--- src/rtl/video_fetch_ctrl.sv ---
// Framebuffer fetch scheduler: issues single-word bus reads in bursts to keep the
// pixel FIFO topped up, restarting at base_addr on every frame_start.
module video_fetch_ctrl #(
  parameter int addr_bits   = 30,
  parameter int fifo_aw     = 9,
  parameter int burst_len   = 8,
  parameter int frame_words = 38400
) (
  input  logic                 clk,
  input  logic                 rst_n,
  input  logic                 enable,
  input  logic [addr_bits-1:0] base_addr,
  input  logic                 frame_start,
  input  logic [fifo_aw:0]     fifo_level,
  output logic                 fifo_clear,
  output logic                 fifo_wr,
  output logic [31:0]          fifo_wdata,
  output logic                 bus_req,
  output logic [addr_bits-1:0] bus_addr,
  input  logic                 bus_ack,
  input  logic [31:0]          bus_rdata,
  output logic                 frame_done,
  output logic                 busy
);

  localparam int WC_W = $clog2(frame_words + 1);
  localparam int BC_W = (burst_len > 1) ? $clog2(burst_len) : 1;
  localparam logic [fifo_aw:0] DEPTH     = {1'b1, {fifo_aw{1'b0}}};
  localparam logic [WC_W-1:0]  FRAME_END = WC_W'(frame_words);
  localparam logic [BC_W-1:0]  BEAT_LAST = BC_W'(burst_len - 1);
  localparam logic [31:0]      BURST_W   = 32'(burst_len);

  typedef enum logic [2:0] {
    IDLE  = 3'd0,
    ROOM  = 3'd1,
    BURST = 3'd2,
    FLUSH = 3'd3,
    DONE  = 3'd4
  } state_t;

  state_t               state, state_nxt;
  logic [addr_bits-1:0] addr;
  logic [WC_W-1:0]      word_cnt;
  logic [BC_W-1:0]      beat_cnt;
  logic                 restart;
  logic                 beat_clr;
  logic                 vld_p0;
  logic                 vld_p1;
  logic                 clr_p1;
  logic [31:0]          wdata_p1;
  logic [fifo_aw:0]     room;
  logic [31:0]          room_w;
  logic [31:0]          remain_w;
  logic [31:0]          bsize_w;
  logic                 last_beat;

  // While the clear pulse is out the FIFO is emptied before any write of the new burst lands.
  always_comb begin
    room     = fifo_clear ? DEPTH : (DEPTH - fifo_level);
    room_w   = 32'(room);
    remain_w = 32'(FRAME_END - word_cnt);
    bsize_w  = (remain_w < BURST_W) ? remain_w : BURST_W;
  end

  assign last_beat = (beat_cnt == BEAT_LAST) || (word_cnt == (FRAME_END - WC_W'(1)));

  always_ff @(posedge clk or negedge rst_n) begin
    if (!rst_n) state <= IDLE;
    else        state <= state_nxt;
  end

  always_comb begin
    state_nxt = state;
    restart   = 1'b0;
    beat_clr  = 1'b0;
    vld_p0    = 1'b0;
    case (state)
      IDLE: begin
        if (frame_start && enable) begin
          restart   = 1'b1;
          state_nxt = ROOM;
        end
      end
      ROOM, DONE: begin
        if (frame_start && enable) begin
          restart   = 1'b1;
          state_nxt = ROOM;
        end else if (!enable) begin
          state_nxt = IDLE;
        end else if (state == ROOM) begin
          if (word_cnt == FRAME_END) begin
            state_nxt = DONE;
          end else if (!fifo_wr && (room_w >= bsize_w)) begin
            beat_clr  = 1'b1;
            state_nxt = BURST;
          end
        end
      end
      BURST: begin
        // An abandoned read completing this cycle is dropped; otherwise it is drained in FLUSH.
        if (frame_start) begin
          if (bus_ack) begin
            restart   = enable;
            state_nxt = enable ? ROOM : IDLE;
          end else begin
            state_nxt = FLUSH;
          end
        end else if (bus_ack) begin
          vld_p0 = 1'b1;
          if (!enable)        state_nxt = IDLE;
          else if (last_beat) state_nxt = ROOM;
        end
      end
      FLUSH: begin
        if (bus_ack) begin
          restart   = enable;
          state_nxt = enable ? ROOM : IDLE;
        end
      end
      default: state_nxt = IDLE;
    endcase
  end

  always_ff @(posedge clk or negedge rst_n) begin
    if (!rst_n) begin
      addr     <= '0;
      word_cnt <= '0;
      beat_cnt <= '0;
    end else if (restart) begin
      addr     <= base_addr;
      word_cnt <= '0;
      beat_cnt <= '0;
    end else if (beat_clr) begin
      beat_cnt <= '0;
    end else if (vld_p0) begin
      addr     <= addr + addr_bits'(1);
      word_cnt <= word_cnt + WC_W'(1);
      beat_cnt <= beat_cnt + BC_W'(1);
    end
  end

  // p0 -> p1: accepted read data becomes a single-cycle FIFO write
  always_ff @(posedge clk or negedge rst_n) begin
    if (!rst_n) begin
      vld_p1   <= 1'b0;
      clr_p1   <= 1'b0;
      wdata_p1 <= '0;
    end else begin
      vld_p1 <= vld_p0;
      clr_p1 <= restart;
      if (vld_p0) wdata_p1 <= bus_rdata;
    end
  end

  assign fifo_wr    = vld_p1;
  assign fifo_wdata = wdata_p1;
  assign fifo_clear = clr_p1;
  assign bus_req    = (state == BURST) || (state == FLUSH);
  assign bus_addr   = addr;
  assign busy       = (state != IDLE) && (state != DONE);
  assign frame_done = (state == DONE);

endmodule

--- config.mk ---
export PLATFORM = sky130hd
export DESIGN_NAME = video_fetch_ctrl
export DESIGN_NICKNAME = d
export VERILOG_FILES = /design/src/rtl/video_fetch_ctrl.sv
export SDC_FILE = /design/constraint.sdc
export NUM_CORES = 1
export LEC_CHECK = 0
export ABC_AREA = 0
export CORE_ASPECT_RATIO = 0.9
export CORE_MARGIN = 2
export CORE_UTILIZATION = 29
export DETAILED_ROUTE_END_ITERATION = 10
export GPL_ROUTABILITY_DRIVEN = 0
export PLACE_DENSITY_LB_ADDON = 0.08
export SYNTH_ARGS = -nofsm -noshare
export SYNTH_HDL_FRONTEND = slang
export SYNTH_SLANG_ARGS = --single-unit
--- constraint.sdc ---
create_clock -name clk -period 4.2 [get_ports clk]
set_input_delay 0.42 -clock clk [delete_from_list [all_inputs] [get_ports clk]]
set_output_delay 0.42 -clock clk [all_outputs]
set_load 0.05 [all_outputs]
# After elaboration in Yosys (flattened, before gate mapping)
# Index checks and enable logic that the tools add are counted.
dict set report classes {
  muxes 38
  eq_ne 15
  n_addsub 5
  magnitude_cmp 2
  reduce_logical 14
}
# cell n
set ops {}
lappend ops {{30-bit two-way mux} 3}
lappend ops {{16-bit two-way mux} 3}
lappend ops {{3-bit two-way mux} 14}
lappend ops {{16-bit equality test (second input constant)} 2}
lappend ops {{10-bit by 32-bit >= comparator with 1-bit output} 1}
lappend ops {{32-bit by 4-bit less-than comparator with 1-bit output (second input constant)} 1}
lappend ops {{32-bit two-way mux} 1}
lappend ops {{30-bit by 1-bit adder with 30-bit output (second input constant)} 1}
lappend ops {{16-bit by 16-bit subtractor with 17-bit output (first input constant)} 1}
lappend ops {{16-bit by 1-bit adder with 16-bit output (second input constant)} 1}
lappend ops {{1-bit two-way mux} 13}
lappend ops {{3-bit case mux with 4 select lines} 1}
lappend ops {{10-bit two-way mux} 1}
lappend ops {{10-bit subtractor (first input constant)} 1}
lappend ops {{4-bit inequality test (second input constant)} 2}
lappend ops {{3-bit by 2-bit equality test with 1-bit output (second input constant)} 2}
lappend ops {{3-bit equality test (second input constant)} 2}
lappend ops {{2-bit inequality test (second input constant)} 3}
lappend ops {{3-bit inequality test (second input constant)} 2}
lappend ops {{6-bit AND reduction} 1}
lappend ops {{3-bit nonzero test} 2}
lappend ops {{5-bit inequality test (second input constant)} 1}
lappend ops {{3-bit by 1-bit adder with 3-bit output (second input constant)} 1}
lappend ops {{3-bit by 1-bit equality test with 1-bit output (second input constant)} 1}
lappend ops {{other kinds (10)} 13}
dict set report word_totals {
  elab_cells 81
  ff_bits 86
}

# Logic depth before layout (Yosys ltp)
dict set report depth {
  ltp_word 13
  mapped_depth 13
  ltp_nobuf 13
}

# Worst setup path before layout
# No wires, ideal clock.
dict set report synth_path {
  kind {reg-to-reg}
  from {reg word_cnt[0]}
  to {reg beat_cnt[1]}
  path_slack_ns 0.463
  path_buffers 0
  arrival_ns 3.659
  synth_period_minus_slack_ns 3.737
  stages_incl_launch_ff 14
  setup_ns 0.078
  path_cell_list {dfrtp_1 inv_1 ha_1 or4b_4 or4_4 a222oi_1 and3_2 nand4_1 ha_1 o211ai_1 a21oi_1 a2111oi_0 o41ai_1 a21oi_1}
}
dict set report synth_between {
  elab_chain_len 13
  word_cells_on_any_way 15
}
# item line
set synth_lines {}
lappend synth_lines {{start: declaration} 43} ;# logic [WC_W-1:0] word_cnt;
lappend synth_lines {{start signal: assignment} 137} ;# word_cnt <= word_cnt + WC_W'(1);
lappend synth_lines {{16-bit by 16-bit subtractor with 17-bit output} 61} ;# remain_w = 32'(FRAME_END - word_cnt);
lappend synth_lines {{32-bit by 4-bit less-than comparator with 1-bit output} 62} ;# bsize_w = (remain_w < BURST_W) ? remain_w : BURST_W;
lappend synth_lines {{32-bit two-way mux} 62}
lappend synth_lines {{10-bit by 32-bit >= comparator with 1-bit output} 93} ;# end else if (!fifo_wr && (room_w >= bsize_w)) begin
lappend synth_lines {{1-bit logical AND} 93}
lappend synth_lines {{1-bit two-way mux} 93}
lappend synth_lines {{1-bit two-way mux (*)} 91} ;# if (word_cnt == FRAME_END) begin
lappend synth_lines {{1-bit two-way mux (*)} 90} ;# end else if (state == ROOM) begin
lappend synth_lines {{1-bit two-way mux (*)} 88} ;# end else if (!enable) begin
lappend synth_lines {{1-bit two-way mux (*)} 85} ;# if (frame_start && enable) begin
lappend synth_lines {{1-bit two-way mux (*)} 77} ;# case (state)
lappend synth_lines {{3-bit two-way mux} 133} ;# end else if (beat_clr) begin
lappend synth_lines {{3-bit two-way mux} 129} ;# end else if (restart) begin
lappend synth_lines {{end signal: assignment} 138} ;# beat_cnt <= beat_cnt + BC_W'(1);
lappend synth_lines {{end: declaration} 44} ;# logic [BC_W-1:0] beat_cnt;
# Mark *: on every way between the ends. The rest lies on a longest branch, timed or not.
# A chain may end at the register's enable or synchronous reset.

# Worst setup path after layout
dict set report layout_path {
  from {reg word_cnt[1]}
  to {reg state[0]}
}
dict set report layout_between {
  elab_chain_len 7
  word_cells_on_any_way 16
}
# item line
set layout_lines {}
lappend layout_lines {{16-bit by 16-bit subtractor with 17-bit output} 61}
lappend layout_lines {{32-bit by 4-bit less-than comparator with 1-bit output} 62}
lappend layout_lines {{32-bit two-way mux} 62}
lappend layout_lines {{10-bit by 32-bit >= comparator with 1-bit output} 93}
lappend layout_lines {{1-bit logical AND} 93}
lappend layout_lines {{5-bit inequality test (no line)} -}
lappend layout_lines {{6-bit AND reduction (no line)} -}
lappend layout_lines {{end signal: assignment} 69} ;# else state <= state_nxt;
lappend layout_lines {{end: declaration} 41} ;# state_t state, state_nxt;
# Parallel ways exist; a longest one is shown, timed or not. The select of a mux whose other input is x is not followed.

==> flow_summary.yaml <==
layout:
  multi_input_area_um2: 2680
  nFillCells: 1725
  seqCellArea_um2: 2150
  fin_util_pct: 41.2
  antenna_cells: 0
  syn_to_final_growth_pct: 38.5
  final_area_um2: 7010
  finalNonFillerCells: 982
  layout-drive-gt1-share_pct: 5.76
  layout.nets: 835
drt:
  viasPerCell: 4.78
  via_count: 4695
  drt-total-wl_um: 14300
  drc: 0
  wl_per_cell_um: 14.6
  first_pass_iters: 5
  ant_nets: 0
  drtIter0Drc: 178
floorplanning:
  rows: 45
  dieArea_um2: 18500
  start_util_pct: 29.8
  core-area_um2: 17000
  die_x_um: 143
  die_h_um: 129
  io_pins: 144
yosys:
  synthCells: 612
  synth_ff_type: "dfrtp_1"
  synth.area.top_cells: "dfrtp_1, nand2_1, xnor2_1"
  synth_edf_count: 0
  ys_ff_latch: 86
  synth_top_area_cell: "dfrtp_1"
  yosysSeqAreaShare_pct: 42.5
  yosys-top-cells-count: "nand2_1, dfrtp_1, nor2_1"
  yosysTopAreaCellShare_pct: 42.5
  synthesis.area_um2: 5060
  ys_async_sr_fraction_pct: 100
  yosysMostFrequentCell: "nand2_1"
  syn_area_per_cell_um2: 8.27
  synth_cell_type_count: 58
  yosys_warnings: 0
worst_hold_path:
  hp-class: "in -> async"
sta:
  fmax_mhz: 257
  rsz0062_at_grt: "false"
  finalCritPeriodShare_pct: 92.7
  worst_pin_slew_ns: 0.689
  finClkSkew_ns: 0.00922
  slew_headroom_pct: 54.0
  fin_tns_setup_ns: 0
  post-route-min-period_ns: 3.89
  slew_violations: 0
  hold_violations: 0
  setup_viol: 0
placed_design:
  post_dp_cell_area_um2: 6710
  io_buffer_count: 143
  dp_hpwl_um: 10400
  dp.cells: 966
global_route:
  grt_usage_pct: 15.8
  antenna_found_initial: 0
  grt_remaining_overflow: 0
  grt_max_degree: 48
  first_global_vias: 4533
  grt_pass1_wl_um: 23100
critical_path:
  crit_type: "reg -> reg"
  worstPathCellList: "inv_1, ha_2, or4b_4, or4_4, a222oi_1, and3_2, nand4_1, ha_1, o211ai_1, a21oi_1, a2111oi_0, buf_4, o21ai_0, a31oi_1"
  slowest_stage: "or4_4"
  crit_required_ns: 4.47
  end_kind: "flip-flop"
  cp.arrival_ns: 4.16
  worstSetupStartpointType: "flip-flop"
  reg2reg_slack_ns: 0.31
  critical_path.max_stage_delay_ns: 0.57
  path_max_fanout: 6
pwr:
  ir_drop_mv: 0.382
  leakage_nw: 2.94
  power_density_nw_per_um2: 660
clock_network:
  cts_tree: "done"
  h-tree-depth: 3
  post_cts_buffers: 0
  hold_buffers: 0
  cts_root_buf: "clkbuf_16"
  insertion_delay_ns: 0.35
  cts_buffers: 9
  cts_buffer_depth: 2
  clkSinkCount: 86
  clk_pin_slew_worst_paths_ns: 0.06
job:
  maxCapViolCount: 0
outcome:
  status: "complete, no violations"
==> final cells by class <==
type	count	area share, %
sequential	86	30.7
multi-input combinational	466	38.2
tap	235	4.20
clock inverter	7	0.822
inverter	26	1.39
timing repair buffer	153	21.5
clock buffer	9	3.21
==> layer usage <==
metal	share of wire [%]	wire length (um)	vias to the layer above	global-route usage, %
met5	0	0	-	0
met4	2.0	289	0	5.48
met3	8.1	1160	21	5.62
met2	43	6130	154	23.5
met1	47	6740	2174	21.4
li1	-	-	2346	-
==> cells by family after synthesis <==
family / count (synthesis) / share of synthesized area, %
DFF: 86 / 42.5
muxes: 3 / 0.643
and+or+nand+nor: 310 / 29.3
buffers and inverters: 65 / 5.17
other: 1 / 0.0741
adders and majority gates: 16 / 3.96
AOI/OAI and AO/OA: 84 / 10.2
xor gates and xnor gates: 47 / 8.14
==> path summary, 6_finish.rpt <==
path	startpoint	endpoint	depth (start not counted)
worst max-delay path	word_cnt[1]$_DFFE_PN0P_	state[0]$_DFFE_PN0P_	14
worst max register to register	word_cnt[1]$_DFFE_PN0P_	state[0]$_DFFE_PN0P_	14
worst min-delay path	rst_n	state[0]$_DFFE_PN0P_	1
worst min register to register	fifo_wdata[7]$_DFFE_PN0P_	fifo_wdata[7]$_DFFE_PN0P_	2
min in group clk	fifo_wdata[7]$_DFFE_PN0P_	fifo_wdata[7]$_DFFE_PN0P_	2
max in group asynchronous	rst_n	bus_addr[11]$_DFFE_PN0P_	2
==> report_power, final <==
| group | internal [mW] | total [mW] | switching [mW] |
|---|---|---|---|
| logic | 0.860 | 2.44 | 1.58 |
| clock network | 0.408 | 0.775 | 0.366 |
| registers | 1.12 | 1.41 | 0.297 |
| total | 2.38 | 4.63 | 2.24 |
==> worst max-delay path, delay by kind of cell (launching register included) <==
kind	cells	cell delay (ns)
adders and majority gates	2	0.53
AOI/OAI and AO/OA	6	1.13
DFF	1	0.43
buffers and inverters	2	0.30
and+or+nand+nor	4	1.43
==> sequential cells by signal, summed over array words and instances (netlist names) <==
| register | count |
|---|---|
| fifo_wr | 1 |
| fifo_wdata | 32 |
| state | 3 |
| bus_addr | 30 |
| fifo_clear | 1 |
| word_cnt | 16 |
| beat_cnt | 3 |
==> through the flow <==
step                setup slack [ns]  total power [mW]  hold slack (ns)
finish                         0.308              4.63           0.0828
global route                  0.0494              4.92            0.133
CTS                            0.149              4.69            0.112
detailed placement             0.168              3.87            0.462
global placement               0.233              3.86            0.457
floorplan                      0.463              2.98            0.124
==> layout by cell type (no fill, tap or decap), types with 15 or more instances in the layout <==
cell               n
a21oi_1           21
clkdlybuf4s50_1  142
dfrtp_1           86
ha_1              15
inv_1             24
nand2_1          147
nand3_1           21
nor2_1            43
nor3_1            18
nor4_1            16
o21ai_0           29
xnor2_1           33
==> timing repair <==
action | in CTS | in global routing
gates resized for setup | 0 | 2
endpoints found under the hold margin | 0 | 0
setup endpoints to repair | 0 | 4
Power figures use the tool's default switching activity.
